$ cat src/rtl/impl_window_chk_pkg.sv
// Shared types and helpers for the implication-window checker.
// One channel times the consequent window after each accepted antecedent.
package impl_window_chk_pkg;

  typedef enum logic {
    IDLE = 1'b0,
    WAIT = 1'b1
  } chk_state_e;

  // Counters are carried through this helper at 32 bits and truncated by the caller.
  function automatic logic [31:0] sat_inc(input logic [31:0] v, input logic [31:0] vmax);
    return (v >= vmax) ? vmax : v + 32'd1;
  endfunction

  function automatic int dly_width(input int max_dly);
    return (max_dly < 1) ? 1 : $clog2(max_dly + 1);
  endfunction

  function automatic bit params_ok(input int num_ch, input int min_dly,
                                   input int max_dly, input int cnt_w);
    return (num_ch >= 1) && (min_dly >= 0) && (max_dly >= min_dly) &&
           (cnt_w >= 1) && (cnt_w <= 32);
  endfunction

endpackage

$ cat src/rtl/impl_window_chk_chan.sv
// One checker channel: IDLE/WAIT FSM, offset counter, registered pulses,
// sticky error flag and two saturating event counters.
module impl_window_chk_chan
  import impl_window_chk_pkg::*;
#(
  parameter int MIN_DLY    = 1,
  parameter int MAX_DLY    = 4,
  parameter int EARLY_FAIL = 0,
  parameter int CNT_W      = 8
) (
  input  logic             clk,
  input  logic             rst_n,
  input  logic             en,
  input  logic             clr,
  input  logic             a,
  input  logic             b,
  output logic             pass_o,
  output logic             fail_o,
  output logic             err_sticky,
  output logic             busy_o,
  output logic [CNT_W-1:0] fail_cnt,
  output logic [CNT_W-1:0] ovl_cnt
);

  localparam int          DW      = dly_width(MAX_DLY);
  localparam logic [31:0] CNT_MAX = 32'((64'd1 << CNT_W) - 64'd1);

  chk_state_e    state, state_nxt;
  logic [DW-1:0] dly, dly_nxt;
  logic          pass_nxt, fail_nxt, ovl_hit;
  int            off;

  assign off    = 32'(dly);
  assign busy_o = (state == WAIT);

  always_comb begin
    state_nxt = state;
    dly_nxt   = dly;
    pass_nxt  = 1'b0;
    fail_nxt  = 1'b0;
    ovl_hit   = 1'b0;
    case (state)
      IDLE: begin
        if (en && a) begin
          if (MIN_DLY == 0 && b) begin
            pass_nxt = 1'b1;
          end else if (MAX_DLY == 0) begin
            // A zero-width window at offset 0 with b low can only fail.
            fail_nxt = 1'b1;
          end else begin
            state_nxt = WAIT;
            dly_nxt   = DW'(1);
          end
        end
      end
      WAIT: begin
        if (!en) begin
          state_nxt = IDLE;
          dly_nxt   = '0;
        end else begin
          ovl_hit = a;
          if (b && off >= MIN_DLY) begin
            pass_nxt = 1'b1;
          end else if (b && EARLY_FAIL != 0) begin
            fail_nxt = 1'b1;
          end else if (off >= MAX_DLY) begin
            fail_nxt = 1'b1;
          end else begin
            dly_nxt = dly + DW'(1);
          end
          if (pass_nxt || fail_nxt) begin
            state_nxt = IDLE;
            dly_nxt   = '0;
          end
        end
      end
      default: begin
        state_nxt = IDLE;
        dly_nxt   = '0;
      end
    endcase
  end

  always_ff @(posedge clk or negedge rst_n) begin
    if (!rst_n) begin
      state      <= IDLE;
      dly        <= '0;
      pass_o     <= 1'b0;
      fail_o     <= 1'b0;
      err_sticky <= 1'b0;
      fail_cnt   <= '0;
      ovl_cnt    <= '0;
    end else begin
      state  <= state_nxt;
      dly    <= dly_nxt;
      pass_o <= pass_nxt;
      fail_o <= fail_nxt;
      // clr overrides a coincident failure for the flag and counters; the pulse still fires.
      if (clr) begin
        err_sticky <= 1'b0;
        fail_cnt   <= '0;
        ovl_cnt    <= '0;
      end else begin
        if (fail_nxt) begin
          err_sticky <= 1'b1;
          fail_cnt   <= CNT_W'(sat_inc(32'(fail_cnt), CNT_MAX));
        end
        if (ovl_hit) begin
          ovl_cnt <= CNT_W'(sat_inc(32'(ovl_cnt), CNT_MAX));
        end
      end
    end
  end

endmodule

$ cat config.mk
export PLATFORM = sky130hd
export DESIGN_NAME = impl_window_chk_chan
export DESIGN_NICKNAME = d
export VERILOG_FILES = /design/src/rtl/impl_window_chk_pkg.sv /design/src/rtl/impl_window_chk_chan.sv
export SDC_FILE = /design/constraint.sdc
export NUM_CORES = 1
export LEC_CHECK = 0
export CAP_MARGIN = 40
export CORE_MARGIN = 3
export CORE_UTILIZATION = 50
export CTS_CLUSTER_SIZE = 25
export DETAILED_ROUTE_END_ITERATION = 8
export DONT_BUFFER_PORTS = 1
export PLACE_DENSITY = 0.62
export SYNTH_ARGS = -nofsm -noshare
export SYNTH_HDL_FRONTEND = slang
export SYNTH_SLANG_ARGS = --single-unit
$ cat constraint.sdc
create_clock -name clk -period 3.8 [get_ports clk]
set_input_delay 0.76 -clock clk [delete_from_list [all_inputs] [get_ports clk]]
set_output_delay 0.76 -clock clk [all_outputs]
set_load 0.03 [all_outputs]
# After elaboration in Yosys (flattened, before gate mapping)
# Cells that the tools add are included.
[classes]
add_sub_neg = 3
order_cmp = 4
n_eq_ne = 3
n_mux = 31
n_bitwise = 1
reduce_logical = 6
[ops]
columns = ["op", "count"]
rows = [
  ["$mux 8", 6],
  ["$mux 1", 18],
  ["$add 8x1->8 const B", 2],
  ["$ge 8x8->1 const B", 2],
  ["$mux 3", 5],
  ["$ne 4x3->1 const B", 2],
  ["$pmux 3 s2", 1],
  ["$reduce_bool 2->1", 2],
  ["$add 3x1->3 const B", 1],
  ["$ge 3x1->1 const B", 1],
  ["$ge 3x3->1 const B", 1],
  ["$reduce_and 3->1", 1],
  ["$logic_and 1x1->1", 2],
  ["$ne 2x2->1 const B", 1],
  ["$pmux 1 s2", 1],
  ["$logic_or 1x1->1", 1],
  ["$not 1->1", 1],
]
[totals]
regBits = 23
output_inout_bits = 20

# Logic depth before layout (Yosys ltp)
[logic_depth]
word_depth = 9
mapped_depth = 5
depth_no_buf = 5

# Worst setup path after synthesis
# No wires, ideal clock.
[synth_timing]
path_type = "input to register"
start = "input b"
end = "register fail_cnt[7]"
setup_time_ns = 0.130
arrival_ns = 1.583
required_ns = 3.670
setup_slack_ns = 2.087
stages = 4
n_path_buf = 0
cell_sequence = "nand4b_2 nor4_2 mux2i_1 nor2_1"
[synth_via]
elab_chain_cells = 7
[synth_lines]
columns = ["element", "line", "text"]
rows = [
  ["from (decl)", "impl_window_chk_chan.sv:16", "input logic b,"],
  ["$logic_and 1x1->1", "impl_window_chk_chan.sv:62", "if (b && off >= MIN_DLY) begin"],
  ["$mux 1", "impl_window_chk_chan.sv:62", ""],
  ["$mux 1", "impl_window_chk_chan.sv:57", "if (!en) begin"],
  ["$mux 1", "impl_window_chk_chan.sv:42", "case (state)"],
  ["$mux 1", "impl_window_chk_chan.sv:57", ""],
  ["$mux 1", "impl_window_chk_chan.sv:42", ""],
  ["$reduce_bool 2->1 (no line)", "--", ""],
  ["to (signal assigned)", "impl_window_chk_chan.sv:106", "fail_cnt <= CNT_W'(sat_inc(32'(fail_cnt), CNT_MAX));"],
  ["to (decl)", "impl_window_chk_chan.sv:21", "output logic [CNT_W-1:0] fail_cnt,"],
]
# Every way passes these cells. The select of a mux whose other input is x is not followed.
# A chain may end at the register's enable or synchronous reset.

# Worst setup path in the final report
[layout_timing]
start = "register ovl_cnt[0]"
end = "register ovl_cnt[2]"
[layout_via]
elab_chain_cells = 4
elab_cells_between_ends = 5
[layout_lines]
columns = ["element", "line", "text"]
rows = [
  ["from (decl)", "impl_window_chk_chan.sv:22", "output logic [CNT_W-1:0] ovl_cnt"],
  ["from (signal assigned)", "impl_window_chk_chan.sv:109", "ovl_cnt <= CNT_W'(sat_inc(32'(ovl_cnt), CNT_MAX));"],
  ["$add 8x1->8 or $ge 8x8->1 (tied branches)", "impl_window_chk_pkg.sv:12", "return (v >= vmax) ? vmax : v + 32'd1;"],
  ["$mux 8 *", "impl_window_chk_pkg.sv:12", ""],
  ["$mux 8 *", "impl_window_chk_chan.sv:108", "if (ovl_hit) begin"],
  ["$mux 8 *", "impl_window_chk_chan.sv:99", "if (clr) begin"],
]
# Every way passes the cells marked *; elsewhere a longest branch is shown, timed or not. The select of a mux whose other input is x is not followed.

==> out/qor.yml <==
fin_nets: 126
dpl_cell_area_um2: 1180
max_slew_margin: 0.677
synth_top_area_share: 0.491
synth_ff_type: "dfrtp_1"
power_switching_mw: 0.105
cts_buffers: 3
io_pins: 26
critPathMaxFanout: 6
io_buffers: 0
hp-class: "in2async"
final.setup.tns_ns: 0
synth_nets: 124
wl_per_cell_um: 15.8
drt_first_pass_iters: 4
yosys-top-cells-count: "23 x dfrtp_1, 12 x nor2_1, 8 x nand2_1, 7 x a31oi_1, 6 x a211oi_1"
arrival_ns: 2.01
clkLatencyLatePin_ns: 0.31
async_reset_ff_frac: 1.00
path_class: "reg2reg"
rsz0062_at_grt: "no"
drc: 0
grt_use_total: 0.181
synth_edf_count: 0
p_per_area_nw_per_um2: 341
finalCriticalPeriod_ns: 1.77
grt_max_degree: 24
total_power_mw: 0.410
routed_wl_mm: 2.23
worst-r2r-setup-slack_ns: 2.03
setup_ws_ns: 2.03
p_seq_frac: 0.656
drt_iter0_markers: 19
final_hold_viol_count: 0
place_ws_ns: 1.99
finalNonFillerCells: 141
wl_met1_mm: 1.04
ir_drop_mv: 0.310
clk_pin_slew_ns: 0.13
vias: 869
ctsHtreeMaxLevel: 1
reg2reg_to: "ovl_cnt[2]"
p_int_mw: 0.306
core_um2: 2080
die_area_um2: 2960
cts_root_buffer: "clkbuf_4"
final_cell_area_um2: 1200
rr_worst_depth: 5
ant_nets: 0
initial_core_util: 0.563
synth_area_um2: 1170
synthCells: 113
finalCritPeriodShare: 0.465
ctsResizeCount: 0
cap_violations: 0
rows: 16
wl_met3_um: 183
synth-seq-cells: 23
yosysMostFrequentCell: "dfrtp_1"
power_leakage_nw: 0.541
clockBufferDepth: 2
synthTopCellsByArea: "dfrtp_1 49%, ha_1 5.3%, a211oi_1 3.8%"
clock_skew_ns: 0.00749
antenna_cells: 0
clock-sinks: 23
yosys.cell_types.count: 34
cts_setup_buffers: 0
synth_largest_area_cell: "dfrtp_1"
viasPerCell: 6.16
seq_area_frac_synth: 0.491
dpl.hpwl_mm: 1.55
cts_tree: "done"
end_kind: "flop"
cp_data_required_time_ns: 4.05
setup_viol: 0
reg2reg_from: "ovl_cnt[0]"
antenna_found_initial: 0
grt_pass1_wl_mm: 3.82
finalMaxSlewViolations: 0
p_clk_frac: 0.283
start_kind: "flop"
overflow: 0
route.met2.wl_um: 986
dp.cells: 137
swShare: 0.255
ctsHoldBuffers: 0
syn2layout_area_growth_pct: 2.67
place_congestion: 0.785
grt_pass1_vias: 870
die_h_um: 54.4
die_width_um: 54.4
p_comb_frac: 0.061
worstMarginPinSlew_ns: 0.485
synth.avg_cell_area_um2: 10.4
status: "finished clean"
synth_warnings: 0
fmax_ghz: 0.566
drive_gt1_frac: 0.0789
nFillCells: 187
routed.top_layer: "met4"
## sequential cells by signal, indices dropped and copies added, names as in the netlist
name / cells
err_sticky: 1
dly: 3
fail_o: 1
fail_cnt: 8
pass_o: 1
ovl_cnt: 8
busy_o: 1
## layout by cell type (no fill, tap or decap)
master     n
dfrtp_1   23
nor2_1    12
nand2_1    8
a31oi_1    7
a211oi_1   6
inv_1      5
nand3_1    5
nor3_1     5
ha_1       5
o21bai_1   4
a21oi_1    4
clkbuf_4   3
and3_1     2
nand4_1    2
mux2i_1    2
and4_1     2
a22o_1     2
a311oi_1   2
nand4b_2   1
clkinv_1   1
or3_1      1
a211o_1    1
o21ai_0    1
o2111a_1   1
and3_2     1
nor4_2     1
and4_2     1
and3_4     1
o22ai_1    1
nor4_1     1
and4bb_2   1
and3b_1    1
clkbuf_1   1
## power by group through the flow
| stage | sequential (mW) | combinational [mW] | clock, mW |
|---|---|---|---|
| 3_5_place_dp | 0.274 | 0.0257 | 0 |
| 5_1_grt | 0.271 | 0.0303 | 0.132 |
| 4_1_cts | 0.269 | 0.0257 | 0.119 |
| 6_report | 0.269 | 0.0250 | 0.116 |
| 3_3_place_gp | 0.274 | 0.0250 | 0 |
| 2_1_floorplan | 0.271 | 0.0257 | 0 |
## metrics by stage
step                      utilization  hold WS (ns)
after detailed placement        0.566         0.465
after global placement          0.566         0.465
after global routing            0.578        0.0821
after floorplan                     -         0.464
after CTS                       0.578         0.111
final                           0.578         0.116
## worst max-delay path: stages, from the launching register on
cell,delay (ns)
dfrtp_1,0.61
ha_1,0.27
and3_2,0.21
nand3_1,0.18
and4_1,0.28
nor3_1,0.15
## how the worst max path moves through the flow
stage                startpoint          end  slack, ns
floorplan                     b  fail_cnt[7]       2.09
CTS                  ovl_cnt[0]   ovl_cnt[2]       2.01
finish               ovl_cnt[0]   ovl_cnt[2]       2.03
global placement              b  fail_cnt[7]       2.04
global route        fail_cnt[0]  fail_cnt[2]       1.83
detailed placement            b  fail_cnt[6]       1.99
## cells by family after synthesis
family,after synthesis,share of synthesized area
buf+inv,9,0.0437
compound gates,29,0.175
flops,23,0.491
simple gates,45,0.220
mux,2,0.0171
fa+ha+maj,5,0.0534
## layer usage
layer	global-route usage	up-vias
met5	0	-
met3	0.0817	2
li1	-	423
met1	0.239	416
met2	0.265	28
met4	0.0581	0
## layout make-up
cell class	instances	area, µm²	share of cell area
clock buffer	4	26.3	0.0218
sequential	23	576	0.478
inverter	6	22.5	0.0187
tap	27	33.8	0.0281
multi-input combinational	81	546	0.453
Power figures use the tool's default switching activity.
